===== src/rtl/key_press_detector_if.sv =====
// Key detector signal bundle: raw button in, debounced events out.
// master drives key_in (button side); slave is the detector.
interface key_press_detector_if;
  logic key_in;
  logic key_flag;
  logic key_state;
  logic key_long;

  modport master (
    output key_in,
    input  key_flag,
    input  key_state,
    input  key_long
  );

  modport slave (
    input  key_in,
    output key_flag,
    output key_state,
    output key_long
  );
endinterface


===== src/rtl/key_press_detector.sv =====
// Debounces one raw push-button into press/release and long-press events.
// Ports: Clk, Rst_n (async low); kif.slave: key_in, key_flag, key_state, key_long.
module key_press_detector #(
  parameter int unsigned DEBOUNCE_CYCLES = 1_000_000,
  parameter int unsigned LONG_CYCLES     = 100_000_000
) (
  input  logic                 Clk,
  input  logic                 Rst_n,
  key_press_detector_if.slave  kif
);

  localparam int unsigned DB_W = $clog2(DEBOUNCE_CYCLES);
  localparam int unsigned LG_W = $clog2(LONG_CYCLES + 1);

  localparam logic [DB_W-1:0] DB_LAST = DB_W'(DEBOUNCE_CYCLES - 1);
  localparam logic [LG_W-1:0] LG_MAX  = LG_W'(LONG_CYCLES);
  localparam logic [LG_W-1:0] LG_PRE  = LG_W'(LONG_CYCLES - 1);

  typedef enum logic [1:0] {
    IDLE,
    FILTER_DOWN,
    DOWN,
    FILTER_UP
  } state_t;

  logic s1, s2, s3;
  logic fall, rise;

  state_t          state_q, state_d;
  logic [DB_W-1:0] db_q, db_d;
  logic [LG_W-1:0] lg_q, lg_d;
  logic            ks_q, ks_d;
  logic            flag_q, flag_d;
  logic            long_q, long_d;

  // s1/s2 resolve metastability; s3 is the previous synced level.
  always_ff @(posedge Clk or negedge Rst_n) begin
    if (!Rst_n) begin
      s1 <= 1'b1;
      s2 <= 1'b1;
      s3 <= 1'b1;
    end else begin
      s1 <= kif.key_in;
      s2 <= s1;
      s3 <= s2;
    end
  end

  assign fall = s3 & ~s2;
  assign rise = ~s3 & s2;

  always_ff @(posedge Clk or negedge Rst_n) begin
    if (!Rst_n) begin
      state_q <= IDLE;
      db_q    <= '0;
      lg_q    <= '0;
      ks_q    <= 1'b1;
      flag_q  <= 1'b0;
      long_q  <= 1'b0;
    end else begin
      state_q <= state_d;
      db_q    <= db_d;
      lg_q    <= lg_d;
      ks_q    <= ks_d;
      flag_q  <= flag_d;
      long_q  <= long_d;
    end
  end

  always_comb begin
    state_d = state_q;
    db_d    = db_q;
    lg_d    = lg_q;
    ks_d    = ks_q;
    flag_d  = 1'b0;
    long_d  = 1'b0;
    unique case (state_q)
      IDLE: begin
        if (fall) begin
          state_d = FILTER_DOWN;
          db_d    = '0;
        end
      end
      FILTER_DOWN: begin
        // A rise on the terminal cycle still counts as a bounce.
        if (rise) begin
          state_d = IDLE;
        end else if (db_q == DB_LAST) begin
          state_d = DOWN;
          ks_d    = 1'b0;
          flag_d  = 1'b1;
          lg_d    = '0;
        end else begin
          db_d = db_q + 1'b1;
        end
      end
      DOWN: begin
        // Saturates at LG_MAX so key_long fires once per press.
        if (lg_q != LG_MAX) begin
          lg_d = lg_q + 1'b1;
          if (lg_q == LG_PRE) begin
            long_d = 1'b1;
          end
        end
        if (rise) begin
          state_d = FILTER_UP;
          db_d    = '0;
        end
      end
      FILTER_UP: begin
        // Long counter held here so a release bounce cannot re-arm it.
        if (fall) begin
          state_d = DOWN;
        end else if (db_q == DB_LAST) begin
          state_d = IDLE;
          ks_d    = 1'b1;
          flag_d  = 1'b1;
        end else begin
          db_d = db_q + 1'b1;
        end
      end
      default: begin
        state_d = IDLE;
      end
    endcase
  end

  assign kif.key_flag  = flag_q;
  assign kif.key_state = ks_q;
  assign kif.key_long  = long_q;

endmodule

===== src/flat_wrapper.sv =====
// flat-port wrapper written by rule: the top's interface ports become plain ports
module key_press_detector_flat 
#(
  parameter int unsigned DEBOUNCE_CYCLES = 1_000_000,
  parameter int unsigned LONG_CYCLES     = 100_000_000
)
  (Clk, Rst_n, kif_key_in, kif_key_flag, kif_key_state, kif_key_long);
  key_press_detector_if kif_i ();
  input  logic Clk;
  input  logic Rst_n;
  input wire logic [$bits(kif_i.key_in)-1:0] kif_key_in;
  output wire logic [$bits(kif_i.key_flag)-1:0] kif_key_flag;
  output wire logic [$bits(kif_i.key_state)-1:0] kif_key_state;
  output wire logic [$bits(kif_i.key_long)-1:0] kif_key_long;
  assign kif_i.key_in = kif_key_in;
  assign kif_key_flag = kif_i.key_flag;
  assign kif_key_state = kif_i.key_state;
  assign kif_key_long = kif_i.key_long;
  key_press_detector #(.DEBOUNCE_CYCLES(DEBOUNCE_CYCLES), .LONG_CYCLES(LONG_CYCLES)) u_core (.Clk(Clk), .Rst_n(Rst_n), .kif(kif_i));
endmodule

===== config.mk =====
export PLATFORM = sky130hd
export DESIGN_NAME = key_press_detector_flat
export DESIGN_NICKNAME = d
export VERILOG_FILES = /design/src/rtl/key_press_detector_if.sv /design/src/rtl/key_press_detector.sv /design/src/flat_wrapper.sv
export SDC_FILE = /design/constraint.sdc
export NUM_CORES = 1
export LEC_CHECK = 0
export BUFFER_PORTS_ARGS = -buffer_cell sky130_fd_sc_hd__buf_2
export CORE_MARGIN = 4
export CORE_UTILIZATION = 46
export CTS_BUF_LIST = sky130_fd_sc_hd__clkbuf_8
export DETAILED_ROUTE_END_ITERATION = 12
export GPL_TIMING_DRIVEN = 0
export PLACE_DENSITY = 0.71
export SETUP_SLACK_MARGIN = 0.05
export SLEW_MARGIN = 5
export SYNTH_ARGS = -nofsm -noshare
export SYNTH_HDL_FRONTEND = slang
export SYNTH_SLANG_ARGS = --single-unit
export TNS_END_PERCENT = 20

===== constraint.sdc =====
create_clock -name Clk -period 2.7 [get_ports Clk]
set_clock_uncertainty 0.2 [all_clocks]
set_input_delay 0.405 -clock Clk [delete_from_list [all_inputs] [get_ports Clk]]
set_output_delay 0.405 -clock Clk [all_outputs]
set_load 0.03 [all_outputs]

==> Yosys cells after proc, flatten, opt, wreduce, memory -nomap -nowiden <==
Index checks and enable logic that the tools add are counted.
{ "op_classes": {"n_addsub": 2, "n_eq_ne": 15, "muxes": 29, "bitwise": 4, "n_reduce_logical": 7} }
{ "ops": {"columns": ["op", "n"], "rows": [
  ["$mux 20", 5],
  ["$mux 27", 3],
  ["$pmux 20 s4", 1],
  ["$pmux 27 s2", 1],
  ["$add 27x1->27 const B", 1],
  ["$eq 27x27->1 const B", 1],
  ["$ne 27x27->1 const B", 1],
  ["$add 20x1->20 const B", 1],
  ["$eq 20x20->1 const B", 1],
  ["$mux 2", 6],
  ["$reduce_and 4->1", 3],
  ["$mux 1", 10],
  ["$ne 2x1->1 const B", 5],
  ["$pmux 2 s4", 1],
  ["$ne 3x1->1 const B", 2],
  ["$reduce_and 5->1", 1],
  ["$eq 2x2->1 const B", 2],
  ["$ne 2x2->1 const B", 2],
  ["$pmux 1 s2", 2],
  ["$reduce_bool 2->1", 2],
  ["$and 1x1->1", 2],
  ["$eq 2x1->1 const B", 1],
  ["$logic_not 2->1", 1],
  ["$not 1->1", 2]
]} }
{ "word_totals": {"regBits": 55, "inputBits": 3, "out_inout_bits": 3, "elab_cells": 66} }

==> Depth between registers and ports, before layout <==
{ "logic_depth": {"ltp_word": 4, "mapped_depth": 8, "depth_no_buf": 6} }

==> Worst setup path before layout <==
No wires, ideal clock.
{ "synth_timing": {"kind": "reg2reg", "start": "register u_core.lg_q[11]", "end": "register u_core.lg_q[10]", "setup_time_ns": 0.066, "arrival_ns": 1.882, "required_ns": 2.434, "path_slack_ns": 0.552, "stages_incl_launch_ff": 8, "path_buffers": 2, "synth_period_minus_slack_ns": 2.148, "path_cell_list": "dfrtp_1 nor4b_1 nand4b_1 o41ai_4 and2_1 buf_6 buf_12 a22o_1"} }
{ "synth_via": {"elab_chain_cells": 3} }
{ "synth_rtl": {"columns": ["item", "line_no", "rtl"], "rows": [
  ["start: declaration", "key_press_detector.sv:31", "logic [LG_W-1:0] lg_q, lg_d;"],
  ["start signal: assignment", "key_press_detector.sv:63", "lg_q <= lg_d;"],
  ["$ne 27x27->1", "key_press_detector.sv:99", "if (lg_q != LG_MAX) begin"],
  ["$ne 2x1->1 (no source line)", null, null],
  ["$reduce_and 4->1 (no source line)", null, null]
]} }
No other way between the ends.
A chain may end at the register's enable or synchronous reset.

==> Worst setup path in the final report <==
{ "layout_timing": {"start": "register u_core.lg_q[11]", "end": "register u_core.lg_q[5]"} }
The elaborated chain is that of the path after synthesis.

==> results.md <==
* Synth warn at 0
* Crit path arrival time at 2520 ps
* I/O pin count at 6
* Fillcell total at 588
* H-tree depth at 2
* Setup slack, reg-to-reg at 230 ps
* CP Max Fanout at 10
* Hold Crit Class: reg -> reg
* DRC viols at 0
* IO Port Bufs at 5
* All-layer global routing usage at 0.164
* Avg WL per Cell at 14.5 µm
* Pins Over Slew Limit at 0
* Final nets at 333
* Reg clk slew, reported paths at 100 ps
* CTS max path bufs at 2
* Mapped Nets at 319
* Peak supply drop at 399 µV
* Crit end category: flip-flop
* Syn avg cell area at 9.64 µm²
* Setup TNS at 0 ps
* CTS tree: yes
* Area Overhead vs Synth at 8.34%
* Detailed-placement wirelength estimate at 4100 µm
* Mapped Area at 0.00302 mm²
* First-pass GRT wire length at 10400 µm
* Distinct cells, synth at 54
* Routed WL at 5880 µm
* Pleak at 1.30 nW
* Iter 0 DRT Violations at 54
* FP Rows at 29
* Fin crit period at 2470 ps
* Fin. Hold Viols at 0
* Vias in the first global route at 2270
* DIE AREA at 0.00792 mm²
* Main synth FF type: dfrtp_1
* Int Pwr at 1.09 mW
* Max_cap viols at 0
* Status: complete, no violations
* Max_slew headroom at 0.540
* CP Launch Type: flip-flop
* Total power at 1.44 mW
* Clock latency reported for the late side of the worst-skew pair at 310 ps
* Unrepaired setup endpoints after global routing: false
* CTS buffer count at 5
* Clock root buffer: clkbuf_8
* Worst-margin pin slew at 689 ps
* Power Dens Cells at 442 mW/mm²
* Placer Congestion at 0.795
* # diodes at 0
* Largest net degree at the start of global routing at 56
* Combinational power share at 0.061
* Post-synth EDFFs at 0
* Switching fraction of total power at 0.248
* Post-synth ARST share at 1.00
* Postcts setup bufs at 0
* Max Freq at 0.405 GHz
* Initial antenna violation count at 0
* Drt pass-1 iters at 4
* Overflow after GRT at 0
* Worst Path Required at 2760 ps
* Sequential Power Share at 0.603
* Clock Power Share at 0.336
* Setup CP Type: reg -> reg
* Register bit total from synthesis at 55
* Die Height at 89.0 µm
* DRT antenna net count at 0
* Switching Power at 0.358 mW
* DR vias at 2341
* Period utilization at 0.914
* CORE AREA at 0.00635 mm²
* Fraction of layout cells with a size suffix above 1 at 0.101
* CTS Sinks at 55
* Syn Inst Count at 313
* Die W at 89.0 µm
* WHS at 152 ps
* Initial core utilization at 0.475
* Via density at 5.78
* Final setup vio count at 0
* Post-synthesis sequential area ratio at 0.458
-- cell usage in the layout, fill, tap and decap left out, drive strengths merged, types with 2 or more instances in the layout --
| cell | count |
|---|---|
| dlygate4sd3 | 2 |
| nor4b | 2 |
| o221ai | 2 |
| and2 | 4 |
| mux2i | 3 |
| xnor2 | 15 |
| inv | 13 |
| dfstp | 4 |
| nor2 | 23 |
| a22o | 11 |
| clkbuf | 14 |
| a211oi | 9 |
| buf | 9 |
| o41ai | 2 |
| nand3b | 3 |
| nor4 | 6 |
| nand2b | 5 |
| nor3 | 3 |
| o2bb2ai | 4 |
| nand4 | 14 |
| nand3 | 28 |
| or3b | 2 |
| dfrtp | 51 |
| a2111oi | 2 |
| a21oi | 10 |
| o21ai | 18 |
| nand2 | 25 |
| ha | 3 |
| xor2 | 8 |
| nand4b | 5 |
| and4 | 3 |
| or3 | 3 |
| and3 | 9 |
-- metrics by stage --
step	setup WS, ps	utilization	area, µm²	instances
final	233	0.515	3270	405
after CTS	150	0.511	3240	404
after detailed placement	198	0.494	3140	395
after global placement	259	0.494	3140	395
after floorplan	552	-	3020	313
after global routing	55.9	0.515	3270	405
-- cell usage after synthesis (all sizes together), types with 5 or more instances --
master,number,area (µm²)
inv,12,45.0
xor2,8,70.1
dfrtp,51,1280
clkbuf,8,30.0
nand4,14,87.6
a22o,11,101
nor2,23,86.3
a21oi,10,50.1
nand4b,5,43.8
a211oi,9,67.6
nand2,25,93.8
nand2b,5,31.3
and3,9,57.6
nor4,6,50.0
nand3,28,140
o21ai,18,90.1
xnor2,15,131
-- layout make-up --
type                       instances  area (µm²)  area share
sequential                        55        1380       0.423
timing repair buffer               7        47.5      0.0145
tap                               77        96.3      0.0295
multi-input combinational        234        1530       0.469
buffer                            12        70.1      0.0214
clock buffer                       6        82.6      0.0253
inverter                          12        45.0      0.0138
clock inverter                     2        12.5     0.00383
-- sequential cells by signal, summed over array words and instances (netlist names) --
register / count
u_core.state_q: 2
u_core.lg_q: 27
u_core.kif.key_long: 1
u_core.db_q: 20
u_core.s3: 1
u_core.s1: 1
u_core.kif.key_state: 1
u_core.kif.key_flag: 1
u_core.s2: 1
-- critical path, cell delays in order, from the launching register on --
cell	delay, ps
dfrtp_1	470
nor4b_1	410
nand4b_1	260
o41ai_4	490
and2_1	190
buf_6	120
buf_12	120
a22o_1	140
-- path summary, 6_finish.rpt --
| kind | start | end | depth (start not counted) |
|---|---|---|---|
| worst max-delay path | u_core.lg_q[11] | u_core.lg_q[5] | 7 |
| min in group asynchronous | Rst_n | u_core.lg_q[18] | 2 |
| worst max register to register | u_core.lg_q[11] | u_core.lg_q[5] | 7 |
| worst min register to register | u_core.s1 | u_core.s2 | 0 |
| worst min-delay path | u_core.s1 | u_core.s2 | 0 |
| max in group asynchronous | Rst_n | u_core.db_q[18] | 2 |
-- power groups by stage --
stage          registers [mW]  logic (mW)  clock network [mW]
2_1_floorplan           0.879      0.0564                   0
3_3_place_gp            0.884      0.0861                   0
3_5_place_dp            0.885      0.0890                   0
4_1_cts                 0.870      0.0897               0.499
5_1_grt                 0.875       0.106               0.532
6_report                0.870      0.0884               0.485
-- logic make-up (layout without fill, tap and decap cells) --
kind of cell,Yosys count,in the layout,synth area share
buffers and inverters,24,39,0.0382
and+or+nand+nor,141,141,0.260
AOI/OAI and AO/OA,64,64,0.154
muxes,3,3,0.00995
adders and majority gates,3,3,0.0124
xor gates and xnor gates,23,23,0.0668
DFF,55,55,0.458
-- timing repair --
item | CTS | global route
hold buffers | 1 | 1
gates resized for setup | 0 | 2
hold endpoints to repair | 1 | 51
endpoints found under the setup margin | 0 | 8
-- metal layers --
layer  vias up  GRT usage  part of all wire
met2        23      0.275              0.48
met3        11     0.0295             0.019
met5         -          0                 0
li1       1178          -                 -
met1      1129      0.215              0.48
met4         0     0.0555             0.016
No activity file was read; power rests on OpenSTA's default activity.
